[config.mk]
export PLATFORM = sky130hd
export DESIGN_NAME = delay_line_var_flat
export DESIGN_NICKNAME = d
export VERILOG_FILES = /design/src/rtl/delay_line_var_if.sv /design/src/rtl/delay_line_var.sv /design/src/flat_wrapper.sv
export SDC_FILE = /design/constraint.sdc
export NUM_CORES = 1
export LEC_CHECK = 0
export CAP_MARGIN = 20
export CELL_PAD_IN_SITES_DETAIL_PLACEMENT = 2
export CELL_PAD_IN_SITES_GLOBAL_PLACEMENT = 2
export CORE_MARGIN = 2
export CORE_UTILIZATION = 39
export CTS_CLUSTER_SIZE = 16
export DETAILED_ROUTE_END_ITERATION = 8
export GPL_TIMING_DRIVEN = 0
export MAX_ROUTING_LAYER = met4
export PLACE_DENSITY = 0.9
export SYNTH_ARGS = -nofsm -noshare
export SYNTH_HDL_FRONTEND = slang
export SYNTH_SLANG_ARGS = --single-unit
[constraint.sdc]
create_clock -name clk -period 4.35 [get_ports clk]
set_input_delay 0.87 -clock clk [delete_from_list [all_inputs] [get_ports clk]]
set_output_delay 0.87 -clock clk [all_outputs]
set_load 0.02 [all_outputs]
[src/rtl/delay_line_var_if.sv]
// Bundles the stream-side signals of the variable delay line.
// The master drives the input stream and delay select; the slave
// (the delay line itself) returns the delayed stream and status.
interface delay_line_var_if #(
   parameter int W  = 1,
   parameter int DW = 4
);
   logic          ce;
   logic          flush;
   logic [DW-1:0] dly;
   logic [W-1:0]  d;
   logic          d_vld;
   logic [W-1:0]  q;
   logic          q_vld;
   logic          primed;
   logic          dly_err;

   modport master (
      output ce, flush, dly, d, d_vld,
      input  q, q_vld, primed, dly_err
   );

   modport slave (
      input  ce, flush, dly, d, d_vld,
      output q, q_vld, primed, dly_err
   );
endinterface

[src/rtl/delay_line_var.sv]
// Runtime-programmable W x L delay line with clock enable, synchronous
// flush, per-sample valid tracking, clamped delay select with an error
// flag, and a fill tracker that reports when the selected tap holds
// data written since the last reset, flush or delay change.
module delay_line_var #(
   parameter int W  = 1,
   parameter int L  = 8,
   parameter int DW = 4
) (
   input logic              clk,
   input logic              rst_n,
   delay_line_var_if.slave  bus
);

   localparam logic [DW-1:0] L_DW = DW'(L);

   localparam logic [0:0] ST_FILL = 1'b0;
   localparam logic [0:0] ST_RUN  = 1'b1;

   logic [W-1:0]  r [L];
   logic [L-1:0]  v;
   logic [DW-1:0] dly_r;
   logic          dly_err_r;
   logic [DW-1:0] dly_clamp;
   logic          dly_change;
   logic [DW-1:0] cnt;
   logic [0:0]    state;

   // Clamp the requested delay into 1..L and detect a change of tap.
   always_comb begin
      dly_clamp = bus.dly;
      if (bus.dly == '0) begin
         dly_clamp = DW'(1);
      end else if (bus.dly > L_DW) begin
         dly_clamp = L_DW;
      end
      dly_change = (dly_clamp != dly_r);
   end

   // Delay select and error flag are sampled every clock, independent of ce.
   always_ff @(posedge clk or negedge rst_n) begin
      if (!rst_n) begin
         dly_r     <= L_DW;
         dly_err_r <= 1'b0;
      end else begin
         dly_r     <= dly_clamp;
         dly_err_r <= (bus.dly == '0) || (bus.dly > L_DW);
      end
   end

   // Data and valid shift chain; flush clears it and suppresses the write.
   always_ff @(posedge clk or negedge rst_n) begin
      if (!rst_n) begin
         for (int i = 0; i < L; i++) begin
            r[i] <= '0;
            v[i] <= 1'b0;
         end
      end else if (bus.flush) begin
         for (int i = 0; i < L; i++) begin
            r[i] <= '0;
            v[i] <= 1'b0;
         end
      end else if (bus.ce) begin
         r[0] <= bus.d;
         v[0] <= bus.d_vld;
         for (int i = 1; i < L; i++) begin
            r[i] <= r[i-1];
            v[i] <= v[i-1];
         end
      end
   end

   // Fill tracker: count ce-edges since restart until the selected tap is reached.
   always_ff @(posedge clk or negedge rst_n) begin
      if (!rst_n) begin
         state <= ST_FILL;
         cnt   <= '0;
      end else if (bus.flush || dly_change) begin
         state <= ST_FILL;
         cnt   <= '0;
      end else if (bus.ce && (state == ST_FILL)) begin
         cnt <= cnt + 1'b1;
         if (cnt == (dly_r - 1'b1)) begin
            state <= ST_RUN;
         end
      end
   end

   // Tap mux selecting stage dly_r-1, written as a compare loop so the
   // select width need not match the stage index width.
   always_comb begin
      bus.q     = '0;
      bus.q_vld = 1'b0;
      for (int i = 0; i < L; i++) begin
         if (dly_r == DW'(i + 1)) begin
            bus.q     = r[i];
            bus.q_vld = v[i];
         end
      end
      bus.primed  = (state == ST_RUN);
      bus.dly_err = dly_err_r;
   end

endmodule

[src/flat_wrapper.sv]
// flat-port wrapper written by rule: the top's interface ports become plain ports
module delay_line_var_flat 
#(
   parameter int W  = 1,
   parameter int L  = 8,
   parameter int DW = 4
)
  (clk, rst_n, bus_ce, bus_flush, bus_dly, bus_d, bus_d_vld, bus_q, bus_q_vld, bus_primed, bus_dly_err);
  delay_line_var_if #(.W(W), .DW(DW)) bus_i ();
  input logic clk;
  input logic rst_n;
  input wire logic [$bits(bus_i.ce)-1:0] bus_ce;
  input wire logic [$bits(bus_i.flush)-1:0] bus_flush;
  input wire logic [$bits(bus_i.dly)-1:0] bus_dly;
  input wire logic [$bits(bus_i.d)-1:0] bus_d;
  input wire logic [$bits(bus_i.d_vld)-1:0] bus_d_vld;
  output wire logic [$bits(bus_i.q)-1:0] bus_q;
  output wire logic [$bits(bus_i.q_vld)-1:0] bus_q_vld;
  output wire logic [$bits(bus_i.primed)-1:0] bus_primed;
  output wire logic [$bits(bus_i.dly_err)-1:0] bus_dly_err;
  assign bus_i.ce = bus_ce;
  assign bus_i.flush = bus_flush;
  assign bus_i.dly = bus_dly;
  assign bus_i.d = bus_d;
  assign bus_i.d_vld = bus_d_vld;
  assign bus_q = bus_i.q;
  assign bus_q_vld = bus_i.q_vld;
  assign bus_primed = bus_i.primed;
  assign bus_dly_err = bus_i.dly_err;
  delay_line_var #(.W(W), .L(L), .DW(DW)) u_core (.clk(clk), .rst_n(rst_n), .bus(bus_i));
endmodule
==> After elaboration in Yosys (flattened, before gate mapping) <==
Cells that the tools add are included.
{ "totals": {"input_bits": 10, "ff_bits": 26, "output_inout_bits": 4, "elab_cells": 62} }
{ "op_classes": {"muxes": 27, "n_reduce_logical": 8, "eq_ne": 10, "addsub": 2, "bitwise": 1, "order_cmp": 1} }
{ "op_table": {"columns": ["cell", "count"], "rows": [
  ["$mux W8", 4],
  ["$mux W1", 19],
  ["$eq A4 B3 Y1 const B", 4],
  ["$mux W4", 4],
  ["$eq A4 B2 Y1 const B", 2],
  ["$reduce_bool A2 Y1", 3],
  ["$add A4 B1 Y4 const B", 1],
  ["$eq A4 B1 Y1 const B", 1],
  ["$eq A4 B4 Y1", 1],
  ["$eq A4 B4 Y1 const B", 1],
  ["$gt A4 B4 Y1 const B", 1],
  ["$logic_not A4 Y1", 1],
  ["$ne A4 B4 Y1", 1],
  ["$sub A4 B1 Y4 const B", 1],
  ["$logic_or A1 B1 Y1", 2],
  ["$reduce_and A2 Y1", 1],
  ["$logic_and A1 B1 Y1", 1],
  ["$not A1 Y1", 1]
]} }

==> Longest topological paths before layout <==
Gate-level depths: netlist (run 1).
{ "depth": {"depth_word": 9, "depth_mapped": 6, "mapped_depth_nobuf": 6} }

==> Least setup slack after synthesis (run 1) <==
Ideal clock, no wire load.
{ "synth_path": {"path_type": "register -> output", "from": "register u_core.dly_r[0]", "to": "output port bus_q", "path_buffers": 0, "t_arrival_ps": 1568, "stages_incl_launch_ff": 7, "path_slack_ps": 1912, "t_required_ps": 3480, "cell_sequence": "dfrtp_1 > inv_1 > ha_1 > nand3b_1 > a221oi_1 > a41oi_1 > o21ai_1"} }
{ "synth_between": {"elab_chain_len": 9, "elab_cells_between_ends": 16, "cone_classes": "eq/ne: 8; mux: 8"} }
{ "synth_rtl": {"columns": ["item", "line_no", "source"], "rows": [
  ["from (decl)", "delay_line_var.sv:22", "logic [DW-1:0] dly_r;"],
  ["from (signal assigned)", "delay_line_var.sv:46", "dly_r <= dly_clamp;"],
  ["$eq A4 B1 Y1", "delay_line_var.sv:95", "if (dly_r == DW'(i + 1)) begin"],
  ["$mux W1 (7 in a row)", "delay_line_var.sv:95", null],
  ["$mux W1 (*)", "delay_line_var.sv:95", null],
  ["to (decl)", "flat_wrapper.sv:17", "output wire logic [$bits(bus_i.q)-1:0] bus_q;"]
]} }
Mark *: on every way between the ends. The rest lies on a longest branch, timed or not.

==> Worst setup path after layout (run 1) <==
{ "layout_path": {"from": "register u_core.dly_r[0]", "to": "output port bus_q_vld"} }
{ "layout_between": {"elab_chain_len": 9, "elab_cells_between_ends": 16, "cone_classes": "eq/ne: 8; mux: 8"} }
{ "layout_rtl": {"columns": ["item", "line_no", "source"], "rows": [
  ["$eq A4 B1 Y1", "delay_line_var.sv:95", null],
  ["$mux W1 (7 in a row)", "delay_line_var.sv:95", null],
  ["$mux W1 (*)", "delay_line_var.sv:95", null],
  ["to (decl)", "flat_wrapper.sv:18", "output wire logic [$bits(bus_i.q_vld)-1:0] bus_q_vld;"]
]} }
Marks and branches as above.

==> results of run 1 <==
## cell usage in the layout, fill, tap and decap left out, types with 2 or more instances in the layout
cell type	instances
clkbuf_4	3
nor2_1	26
inv_1	5
nor2b_1	4
buf_4	3
ha_1	5
a31oi_1	3
buf_6	2
clkdlybuf4s50_1	10
xnor2_1	5
clkbuf_1	2
a21oi_1	2
a221oi_1	3
dfrtp_1	25
xor2_1	6
mux2i_1	17
nor3_1	2
nand3_1	3
nand2b_1	2
## worst register-to-register path: cells and delay by family (launching register included)
kind	cells	cell delay [ps]
flip-flops	1	500
XOR/XNOR	1	310
AND/OR/NAND/NOR	1	50
buffers and inverters	1	160
AO/OA/AOI/OAI	2	290
adder cells (fa/ha/maj)	1	300
## power by group
group	switching (mW)	internal, mW
combinational	0.0407	0.0340
clock	0.0705	0.0512
sequential	0.00560	0.247
## final cells by class
cell class,instances,share of cell area (%)
buffer,8,3.42
clock buffer,4,2.20
inverter,5,1.14
multi-input combinational,94,42.4
sequential,26,39.6
tap,46,3.50
timing repair buffer,11,7.75
## cells by family after synthesis
kind of cell / count (synthesis) / share of synthesized area [%]
mux: 17 / 11.9
flops: 26 / 45.7
xor+xnor: 11 / 6.76
simple gates: 43 / 15.2
fa+ha+maj: 5 / 4.39
compound gates: 18 / 10.7
buf+inv: 13 / 5.27
## worst max-delay path by stage
| stage | from | endpoint | slack (ps) | cells after the start |
|---|---|---|---|---|
| finish | u_core.dly_r[0]$_DFF_PN0_ | bus_q_vld | 840 | 7 |
| global route | u_core.dly_r[0]$_DFF_PN0_ | bus_q_vld | 650 | 7 |
| CTS | u_core.dly_r[0]$_DFF_PN0_ | bus_q_vld | 790 | 7 |
| detailed placement | u_core.dly_r[0]$_DFF_PN0_ | bus_q_vld | 1280 | 7 |
| global placement | u_core.dly_r[0]$_DFF_PN0_ | bus_q_vld | 1340 | 7 |
| floorplan | u_core.dly_r[0]$_DFF_PN0_ | bus_q | 1910 | 6 |
## sequential cells by signal, summed over array words and instances (netlist names)
signal and count:
u_core.r 8, u_core.v 8, u_core.dly_r 4, u_core.bus.primed 1, u_core.cnt 4, u_core.bus.dly_err 1
## cells in the mapped netlist (2+ instances only)
| cell type | n |
|---|---|
| nor2_1 | 26 |
| dfrtp_1 | 25 |
| mux2i_1 | 17 |
| xor2_1 | 6 |
| ha_1 | 5 |
| inv_1 | 5 |
| xnor2_1 | 5 |
| nor2b_1 | 4 |
| a221oi_1 | 3 |
| a31oi_1 | 3 |
| buf_4 | 3 |
| nand3_1 | 3 |
| a21oi_1 | 2 |
| buf_6 | 2 |
| clkbuf_1 | 2 |
| nand2b_1 | 2 |
| nor3_1 | 2 |
## layer usage
layer | global-route usage [%] | up-vias | wire length, um
met3 | 3.82 | 2 | 96
met4 | 3.19 | 0 | 21
li1 | - | 485 | -
met5 | - | - | 0
met2 | 37.8 | 12 | 1930
met1 | 24.2 | 519 | 1540
==> impl_metrics.env, run 1 <==
export IMPL_post_drt_wl_per_cell_um=18.5
export IMPL_cts_sinks=26
export IMPL_cts_setup_buffers=0
export IMPL_via_per_inst=5.25
export IMPL_die_y_um=64.5
export IMPL_hold_path_class="flop to flop"
export IMPL_grt_pass1_vias=1213
export IMPL_setup_viol=0
export IMPL_multiInputGateArea_um2=698
export IMPL_grt_ovfl_total=0
export IMPL_area_growth_pct=15.5
export IMPL_synthCells=133
export IMPL_period_share_pct=80.8
export IMPL_synth_area_leader_cell="dfrtp_1"
export IMPL_drc=0
export IMPL_max_cap_violations=0
export IMPL_crit_arrival_ps=2640
export IMPL_clk_pin_slew_ps=140
export IMPL_yosysUniqueCellTypes=35
export IMPL_cts_root_buf="clkbuf_4"
export IMPL_gp_congestion=0.752
export IMPL_pre_cts_slack_ps=1280
export IMPL_slew_violations=0
export IMPL_p_total_uw=449
export IMPL_wirelength_um=3590
export IMPL_cts_tree="yes"
export IMPL_r2r_start="u_core.dly_r[0]$_DFF_PN0_"
export IMPL_clock_path_buffers=2
export IMPL_fin_crit_ps=3510
export IMPL_cp_start_kind="flop"
export IMPL_syn_nets=148
export IMPL_crit_fanout=8
export IMPL_coreArea_um2=3420
export IMPL_finalHoldViolCount=0
export IMPL_num_rows=21
export IMPL_ys_warn_count=0
export IMPL_place_area_um2=1610
export IMPL_utilization_pct=48.2
export IMPL_port_buffers=10
export IMPL_synth_seq_cells=26
export IMPL_min_delay_start="u_core.bus.primed$_DFFE_PN0P_"
export IMPL_tightest_slew_ps=572
export IMPL_grt_util_all_layers_pct=20.7
export IMPL_drtIter0Drc=28
export IMPL_worstSetupPathType="flop to primary output"
export IMPL_synthDominantCellAreaShare_pct=43.9
export IMPL_synth_edf_count=0
export IMPL_cp_data_required_time_ps=3480
export IMPL_finalNetCount=164
export IMPL_crit_chain="inv_1, ha_1, nor2b_1, a221oi_1, o32a_1, o21ai_2, clkdlybuf4s50_1"
export IMPL_slew_headroom_pct=61.8
export IMPL_power_density_nw_per_um2=273
export IMPL_outcome="finished, final reports clean"
export IMPL_pin_count=14
export IMPL_synth_flop_cell="dfrtp_1"
export IMPL_fp_dieW_um=64.5
export IMPL_fin_cells=194
export IMPL_yosysSeqAreaShare_pct=45.7
export IMPL_n_antenna_cell=0
export IMPL_synth_avg_cell_area_um2=10.7
export IMPL_finalWorstSetupSlack_ps=837
export IMPL_path_buf_inv=2
export IMPL_max_vdd_ir_drop_mv=0.212
export IMPL_die_area_um2=4150
export IMPL_syn_area_um2=1430
export IMPL_clk_latency_ps=320
export IMPL_cts_inserted_buffers=3
export IMPL_placedCellCount=190
export IMPL_fmax_ghz=0.285
export IMPL_cpMaxStageDelayCell="clkdlybuf4s50_1"
export IMPL_htree_levels=1
export IMPL_ctsResizeCount=0
export IMPL_synthTopCellsByArea="dfrtp_1 (44%), mux2i_1 (12%), nor2_1 (6.8%)"
export IMPL_rr_worst_depth=6
export IMPL_max_stage_delay_ps=610
export IMPL_grt_pass1_wl_um=6270
export IMPL_hpwlAfterDp_um=2760
export IMPL_final_antenna_net_count=0
export IMPL_dr_total_vias=1018
export IMPL_clock_skew_final_ps=6.93
export IMPL_min_to="u_core.bus.primed$_DFFE_PN0P_"
export IMPL_grt_max_degree=18
export IMPL_tns_ps=0
export IMPL_dr_pass1_iters=4
export IMPL_antenna_found_initial=0
export IMPL_ys_async_sr_fraction_pct=100
export IMPL_seq_area_um2=652
export IMPL_final_area_um2=1650
export IMPL_rr_endpoint="u_core.bus.primed$_DFFE_PN0P_"
export IMPL_postCtsHoldBufs=0
export IMPL_whs_ps=570
export IMPL_p_leak_nw=0.770
export IMPL_drive_gt1_share_pct=11.5
export IMPL_start_util_pct=41.7
export IMPL_reg2reg_slack_ps=2640
export IMPL_rsz0062_at_grt="false"
export IMPL_cp_end_kind="primary output"
export IMPL_holdPathStages=2
export IMPL_critPathTopFamily="buffers and inverters"
export IMPL_nFillCells=373
Note: power is estimated with default switching activity, not from simulation.
==> run 2: changes to the inputs <==
--- a/config.mk
+++ b/config.mk
@@ -9,12 +9,12 @@
 export CELL_PAD_IN_SITES_DETAIL_PLACEMENT = 2
 export CELL_PAD_IN_SITES_GLOBAL_PLACEMENT = 2
 export CORE_MARGIN = 2
-export CORE_UTILIZATION = 39
+export CORE_UTILIZATION = 33
 export CTS_CLUSTER_SIZE = 16
 export DETAILED_ROUTE_END_ITERATION = 8
 export GPL_TIMING_DRIVEN = 0
 export MAX_ROUTING_LAYER = met4
-export PLACE_DENSITY = 0.9
+export PLACE_DENSITY = 0.82
 export SYNTH_ARGS = -nofsm -noshare
 export SYNTH_HDL_FRONTEND = slang
 export SYNTH_SLANG_ARGS = --single-unit
==> constraint.sdc (replaced) <==
create_clock -name clk -period 3.2 [get_ports clk]
set_input_delay 0.64 -clock clk [delete_from_list [all_inputs] [get_ports clk]]
set_output_delay 0.64 -clock clk [all_outputs]
set_load 0.02 [all_outputs]
==> run 2 against run 1 <==
  * Combinational power up 30%
  * First-iteration DRC count unchanged
  * Cell area up 2.1%
  * Core utilization down 7.1 points
  * Non-clock buffer count unchanged
==> impl_metrics.env, run 2 (synthesis results as in run 1) <==
export IMPL_outcome="finished, final reports clean"
export IMPL_finalHoldViolCount=0
export IMPL_gp_congestion=0.756
export IMPL_dr_pass1_iters=4
export IMPL_grt_util_all_layers_pct=15.3
export IMPL_fp_dieW_um=69.7
export IMPL_hpwlAfterDp_um=2540
export IMPL_period_share_pct=97.0
export IMPL_p_total_uw=718
export IMPL_tightest_slew_ps=701
export IMPL_max_cap_violations=0
export IMPL_postCtsHoldBufs=0
export IMPL_hold_path_class="flop to flop"
export IMPL_grt_pass1_wl_um=5750
export IMPL_crit_arrival_ps=2470
export IMPL_final_antenna_net_count=0
export IMPL_power_switching_uw=170
export IMPL_fmax_ghz=0.322
export IMPL_clock_skew_final_ps=6.05
export IMPL_grt_ovfl_total=0
export IMPL_fin_cells=198
export IMPL_setup_viol=0
export IMPL_coreArea_um2=4090
export IMPL_die_area_um2=4860
export IMPL_ctsResizeCount=0
export IMPL_nFillCells=454
export IMPL_drive_gt1_share_pct=12.8
export IMPL_post_drt_wl_per_cell_um=16.5
export IMPL_seq_power_share_pct=47.8
export IMPL_tns_ps=0
export IMPL_cts_sinks=26
export IMPL_gr_max_usage_layer="met2"
export IMPL_p_sw_share_pct=23.7
export IMPL_clockPowerShare_pct=38.7
export IMPL_cp_start_kind="flop"
export IMPL_power_density_nw_per_um2=427
export IMPL_finalNetCount=164
export IMPL_htree_levels=1
export IMPL_rsz0062_at_grt="false"
export IMPL_p_leak_nw=0.794
export IMPL_most_common_layout_cells="nor2_1 (26), dfrtp_1 (24), mux2i_1 (17), clkdlybuf4s50_1 (9), xor2_1 (6)"
export IMPL_cts_inserted_buffers=3
export IMPL_internal_power_uw=548
export IMPL_whs_ps=540
export IMPL_cts_tree="yes"
export IMPL_multiInputGateArea_um2=701
export IMPL_num_rows=23
export IMPL_grt_max_degree=16
export IMPL_slew_headroom_pct=53.1
export IMPL_slew_violations=0
export IMPL_n_antenna_cell=0
export IMPL_drc=0
export IMPL_grt_pass1_vias=1167
export IMPL_combPwrFrac_pct=13.5
export IMPL_pin_count=14
export IMPL_port_buffers=10
export IMPL_worstSetupPathType="flop to primary output"
export IMPL_drtIter0Drc=28
export IMPL_grt_util_met3_pct=1.89
export IMPL_clock_path_buffers=2
export IMPL_die_y_um=69.7
export IMPL_met2_usage_pct=28.2
export IMPL_grt_use_met1_pct=17.2
export IMPL_dr_total_vias=1030
export IMPL_cp_data_required_time_ps=2560
export IMPL_clk_pin_slew_ps=100
export IMPL_max_vdd_ir_drop_mv=0.158
export IMPL_biggestRegsByFlops="u_core.r (8), u_core.v (8)"
export IMPL_area_growth_pct=17.9
export IMPL_placedCellCount=194
export IMPL_seq_area_um2=653
export IMPL_cp_end_kind="primary output"
export IMPL_fin_crit_ps=3110
export IMPL_clk_latency_ps=280
export IMPL_wirelength_um=3270
export IMPL_final_common_cell="nor2_1"
export IMPL_cts_setup_buffers=0
export IMPL_utilization_pct=41.1
export IMPL_crit_fanout=5
export IMPL_cts_root_buf="clkbuf_8"
export IMPL_via_per_inst=5.20
export IMPL_start_util_pct=34.9
export IMPL_antenna_found_initial=0
## run 2: cell count changes in the layout (fill, tap and decap cells not counted), sizes merged
cell / previous run / this run
bufinv: 0 / 1
clkbuf: 6 / 5
clkdlybuf4s50: 10 / 9
dlymetal6s2s: 0 / 1
## run 2: metal layers
layer	up-vias	part of all wire (%)	wire length, um
met5	-	0	0
met1	527	43	1410
met3	4	2.0	66
met2	12	54	1770
met4	0	0.86	28
li1	487	-	-
## run 2: critical path: stages (launching register included)
cell and delay (ps):
dfrtp_1 460, inv_1 110, ha_1 270, nor2b_1 160, a221oi_1 100, o32a_1 360
o21ai_2 110, clkdlybuf4s50_1 610
## run 2: worst paths after layout
kind / start / end / slack, ps / cells after the start
min: u_core.bus.primed$_DFFE_PN0P_ / u_core.bus.primed$_DFFE_PN0P_ / 540 / 2
max: u_core.dly_r[1]$_DFF_PN0_ / bus_q_vld / 90 / 7
max in group asynchronous: rst_n / u_core.dly_r[3]$_DFF_PN1_ / 1800 / 2
max reg2reg: u_core.dly_r[0]$_DFF_PN0_ / u_core.bus.primed$_DFFE_PN0P_ / 1660 / 6
min in group asynchronous: rst_n / u_core.r[2]$_DFFE_PN0P_ / 780 / 1
min reg2reg: u_core.bus.primed$_DFFE_PN0P_ / u_core.bus.primed$_DFFE_PN0P_ / 540 / 2
## run 2: final cells by class
| type | count | area share, % |
|---|---|---|
| Multi-Input combinational cell | 94 | 41.7 |
| Inverter | 5 | 1.12 |
| Buffer | 8 | 3.35 |
| Sequential cell | 26 | 38.9 |
| Clock buffer | 3 | 2.46 |
| Tap cell | 50 | 3.72 |
| Clock inverter | 1 | 1.79 |
| Timing Repair Buffer | 11 | 7.00 |
## run 2: stage by stage
| step | setup WS [ps] | cell area, um^2 |
|---|---|---|
| after floorplan | 992 | 1430 |
| after global placement | 379 | 1590 |
| after detailed placement | 320 | 1600 |
| after CTS | 6.78 | 1670 |
| after global routing | 2.82 | 1680 |
| final | 95.0 | 1680 |
## run 2: power groups by stage
stage / Combinational (mW) / Sequential (mW) / Clock [mW]
floorplan: 0.0617 / 0.349 / 0
global placement: 0.0928 / 0.349 / 0
detailed placement: 0.0992 / 0.350 / 0
CTS: 0.0997 / 0.343 / 0.287
global route: 0.109 / 0.345 / 0.303
finish: 0.0973 / 0.343 / 0.278
==> run 3: changes to the inputs <==
--- a/config.mk
+++ b/config.mk
@@ -5,11 +5,12 @@
 export SDC_FILE = /design/constraint.sdc
 export NUM_CORES = 1
 export LEC_CHECK = 0
+export ABC_AREA = 1
 export CAP_MARGIN = 20
 export CELL_PAD_IN_SITES_DETAIL_PLACEMENT = 2
 export CELL_PAD_IN_SITES_GLOBAL_PLACEMENT = 2
 export CORE_MARGIN = 2
-export CORE_UTILIZATION = 33
+export CORE_UTILIZATION = 30
 export CTS_CLUSTER_SIZE = 16
 export DETAILED_ROUTE_END_ITERATION = 8
 export GPL_TIMING_DRIVEN = 0
==> run 3 against run 2 <==
  * Cell area up 4.4%
  * Die area up 14%
  * Via count up 24%
==> impl_metrics.env, run 3 <==
export IMPL_dr_pass1_iters=4
export IMPL_drtIter0Drc=59
export IMPL_synthDominantCellAreaShare_pct=42.1
export IMPL_synthTopCellsByArea="dfrtp_1 (42%), nand2_1 (11%), nand3_1 (9.8%)"
export IMPL_syn_area_um2=1490
export IMPL_gr_max_usage_layer="met2"
export IMPL_wirelength_um=3810
export IMPL_post_drt_wl_per_cell_um=14.2
export IMPL_grt_util_all_layers_pct=16.6
export IMPL_period_share_pct=91.8
export IMPL_coreArea_um2=4750
export IMPL_drive_gt1_share_pct=13.4
export IMPL_port_buffers=12
export IMPL_cts_inserted_buffers=3
export IMPL_cp_data_required_time_ps=2560
export IMPL_cp_end_kind="primary output"
export IMPL_combPwrFrac_pct=15.3
export IMPL_drc=0
export IMPL_cts_tree="yes"
export IMPL_final_antenna_net_count=0
export IMPL_cts_root_buf="clkbuf_8"
export IMPL_reg2reg_slack_ps=1660
export IMPL_pre_cts_slack_ps=460
export IMPL_synth_avg_cell_area_um2=8.03
export IMPL_p_sw_share_pct=26.9
export IMPL_most_common_layout_cells="nand2_1 (42), nand3_1 (29), dfrtp_1 (24), inv_1 (18), o21ai_0 (13)"
export IMPL_clk_pin_slew_ps=90
export IMPL_hold_path_class="flop to flop"
export IMPL_rsz0062_at_grt="false"
export IMPL_slew_violations=0
export IMPL_area_growth_pct=18.0
export IMPL_nFillCells=566
export IMPL_crit_fanout=6
export IMPL_fp_dieW_um=74.4
export IMPL_clockPowerShare_pct=30.5
export IMPL_clock_path_buffers=2
export IMPL_gp_congestion=0.754
export IMPL_outcome="finished, final reports clean"
export IMPL_crit_chain="inv_1, ha_1, nor2_1, nand3_1, nand2_1, nand2_1, nand2_1, nand2_1, nand2_1, nand3_1, nand3_1, clkdlybuf4s50_1"
export IMPL_cp_start_kind="flop"
export IMPL_yosysUniqueCellTypes=32
export IMPL_finalWorstSetupSlack_ps=263
export IMPL_grt_pass1_vias=1376
export IMPL_multiInputGateArea_um2=712
export IMPL_ys_warn_count=0
export IMPL_seq_power_share_pct=54.2
export IMPL_max_cap_violations=0
export IMPL_antenna_found_initial=0
export IMPL_synth_flop_cell="dfrtp_1"
export IMPL_htree_levels=1
export IMPL_die_area_um2=5530
export IMPL_power_switching_uw=170
export IMPL_tns_ps=0
export IMPL_utilization_pct=36.9
export IMPL_grt_max_degree=15
export IMPL_fmax_ghz=0.340
export IMPL_cpMaxStageDelayCell="clkdlybuf4s50_1"
export IMPL_ys_async_sr_fraction_pct=100
export IMPL_met2_usage_pct=26.3
export IMPL_finalHoldViolCount=0
export IMPL_pin_count=14
export IMPL_postCtsHoldBufs=0
export IMPL_worstSetupPathType="flop to primary output"
export IMPL_max_vdd_ir_drop_mv=0.143
export IMPL_cts_sinks=26
export IMPL_n_antenna_cell=0
export IMPL_crit_arrival_ps=2300
export IMPL_yosysMostFrequentCell="nand2_1"
export IMPL_fin_crit_ps=2940
export IMPL_synth_area_leader_cell="dfrtp_1"
export IMPL_synth_seq_cells=26
export IMPL_grt_ovfl_total=0
export IMPL_cpMostUsedCell="nand2_1"
export IMPL_power_density_nw_per_um2=360
export IMPL_fin_cells=269
export IMPL_grt_util_met3_pct=2.03
export IMPL_clock_skew_final_ps=1.23
export IMPL_grt_pass1_wl_um=6750
export IMPL_num_rows=25
export IMPL_yosysSeqAreaShare_pct=43.9
export IMPL_synth_edf_count=0
export IMPL_max_stage_delay_ps=600
export IMPL_grt_use_met1_pct=22.8
export IMPL_via_per_inst=4.74
export IMPL_final_common_cell="nand2_1"
export IMPL_internal_power_uw=462
export IMPL_start_util_pct=31.3
export IMPL_p_leak_nw=0.837
export IMPL_hpwlAfterDp_um=3080
export IMPL_synthCells=185
export IMPL_finalNetCount=218
export IMPL_seq_area_um2=653
export IMPL_setup_viol=0
export IMPL_syn_nets=200
export IMPL_biggestRegsByFlops="u_core.r (8), u_core.v (8)"
export IMPL_slew_headroom_pct=57.2
export IMPL_whs_ps=486
export IMPL_dr_total_vias=1276
export IMPL_die_y_um=74.4
export IMPL_tightest_slew_ps=640
export IMPL_synth_commonest_cells="nand2_1 (42), nand3_1 (29), dfrtp_1 (25)"
export IMPL_placedCellCount=265
export IMPL_clk_latency_ps=270
==> run 3: changes by cell type after synthesis, moves of 5 or more <==
| cell | delta |
|---|---|
| nand2_1 | +41 |
| nand3_1 | +26 |
| mux2i_1 | -17 |
| nor2_1 | -17 |
| inv_1 | +13 |
| o21ai_0 | +13 |
| inv_2 | +6 |
| xnor2_1 | -5 |
==> run 3: logic make-up (layout without fill, tap and decap cells) <==
logic type	count (synthesis)	in the layout	share of synthesized area, %
AOI/OAI and AO/OA	24	24	9.68
xor gates and xnor gates	7	7	4.63
adders and majority gates	5	5	4.21
buffers and inverters	29	46	8.25
DFF	26	26	43.9
and+or+nand+nor	94	94	29.4
==> run 3: worst paths after layout <==
path,startpoint,endpoint,cells past startpoint
worst max-delay path,u_core.dly_r[0]$_DFF_PN0_,bus_q,12
max in group asynchronous,rst_n,u_core.dly_r[3]$_DFF_PN1_,2
worst max register to register,u_core.dly_r[0]$_DFF_PN0_,u_core.bus.primed$_DFFE_PN0P_,9
min in group asynchronous,rst_n,u_core.r[4]$_DFFE_PN0P_,1
worst min-delay path,u_core.r[0]$_DFFE_PN0P_,u_core.r[0]$_DFFE_PN0P_,2
worst min register to register,u_core.r[0]$_DFFE_PN0P_,u_core.r[0]$_DFFE_PN0P_,2
==> run 3: critical path: cells and delay by family, from the launching register on <==
kind                       cells  cell delay, ps
adders and majority gates      1             260
buffers and inverters          2             700
DFF                            1             430
and+or+nand+nor                9             620
==> run 3: metal layers <==
layer / share of wire, % / vias up
li1: - / 635
met1: 48 / 623
met4: 1.2 / 0
met2: 48 / 14
met5: 0 / -
met3: 2.2 / 4
==> run 3: timing repair <==
action,4_1_cts,5_1_grt
gates resized for setup,0,2
hold endpoints to repair,0,0
buffers inserted,0,0
endpoints found under the setup margin,0,2
==> run 3: cell type report <==
class                      instances  area share, %
inverter                          24           5.14
sequential                        26           37.2
buffer                             5           1.85
clock buffer                       4           2.57
multi-input combinational        130           40.6
timing repair buffer              13           7.85
tap                               67           4.78
==> run 3: through the flow <==
| step | area [um^2] | total power, mW |
|---|---|---|
| finish | 1750 | 0.632 |
| global route | 1750 | 0.672 |
| CTS | 1750 | 0.644 |
| detailed placement | 1710 | 0.448 |
| global placement | 1690 | 0.442 |
| floorplan | 1490 | 0.403 |
==> run 3: power by group through the flow <==
stage               logic [mW]  clock network (mW)  registers (mW)
global placement        0.0938                   0           0.349
floorplan               0.0549                   0           0.348
global route             0.111               0.216           0.344
CTS                     0.0997               0.201           0.343
detailed placement      0.0994                   0           0.349
finish                  0.0967               0.192           0.343
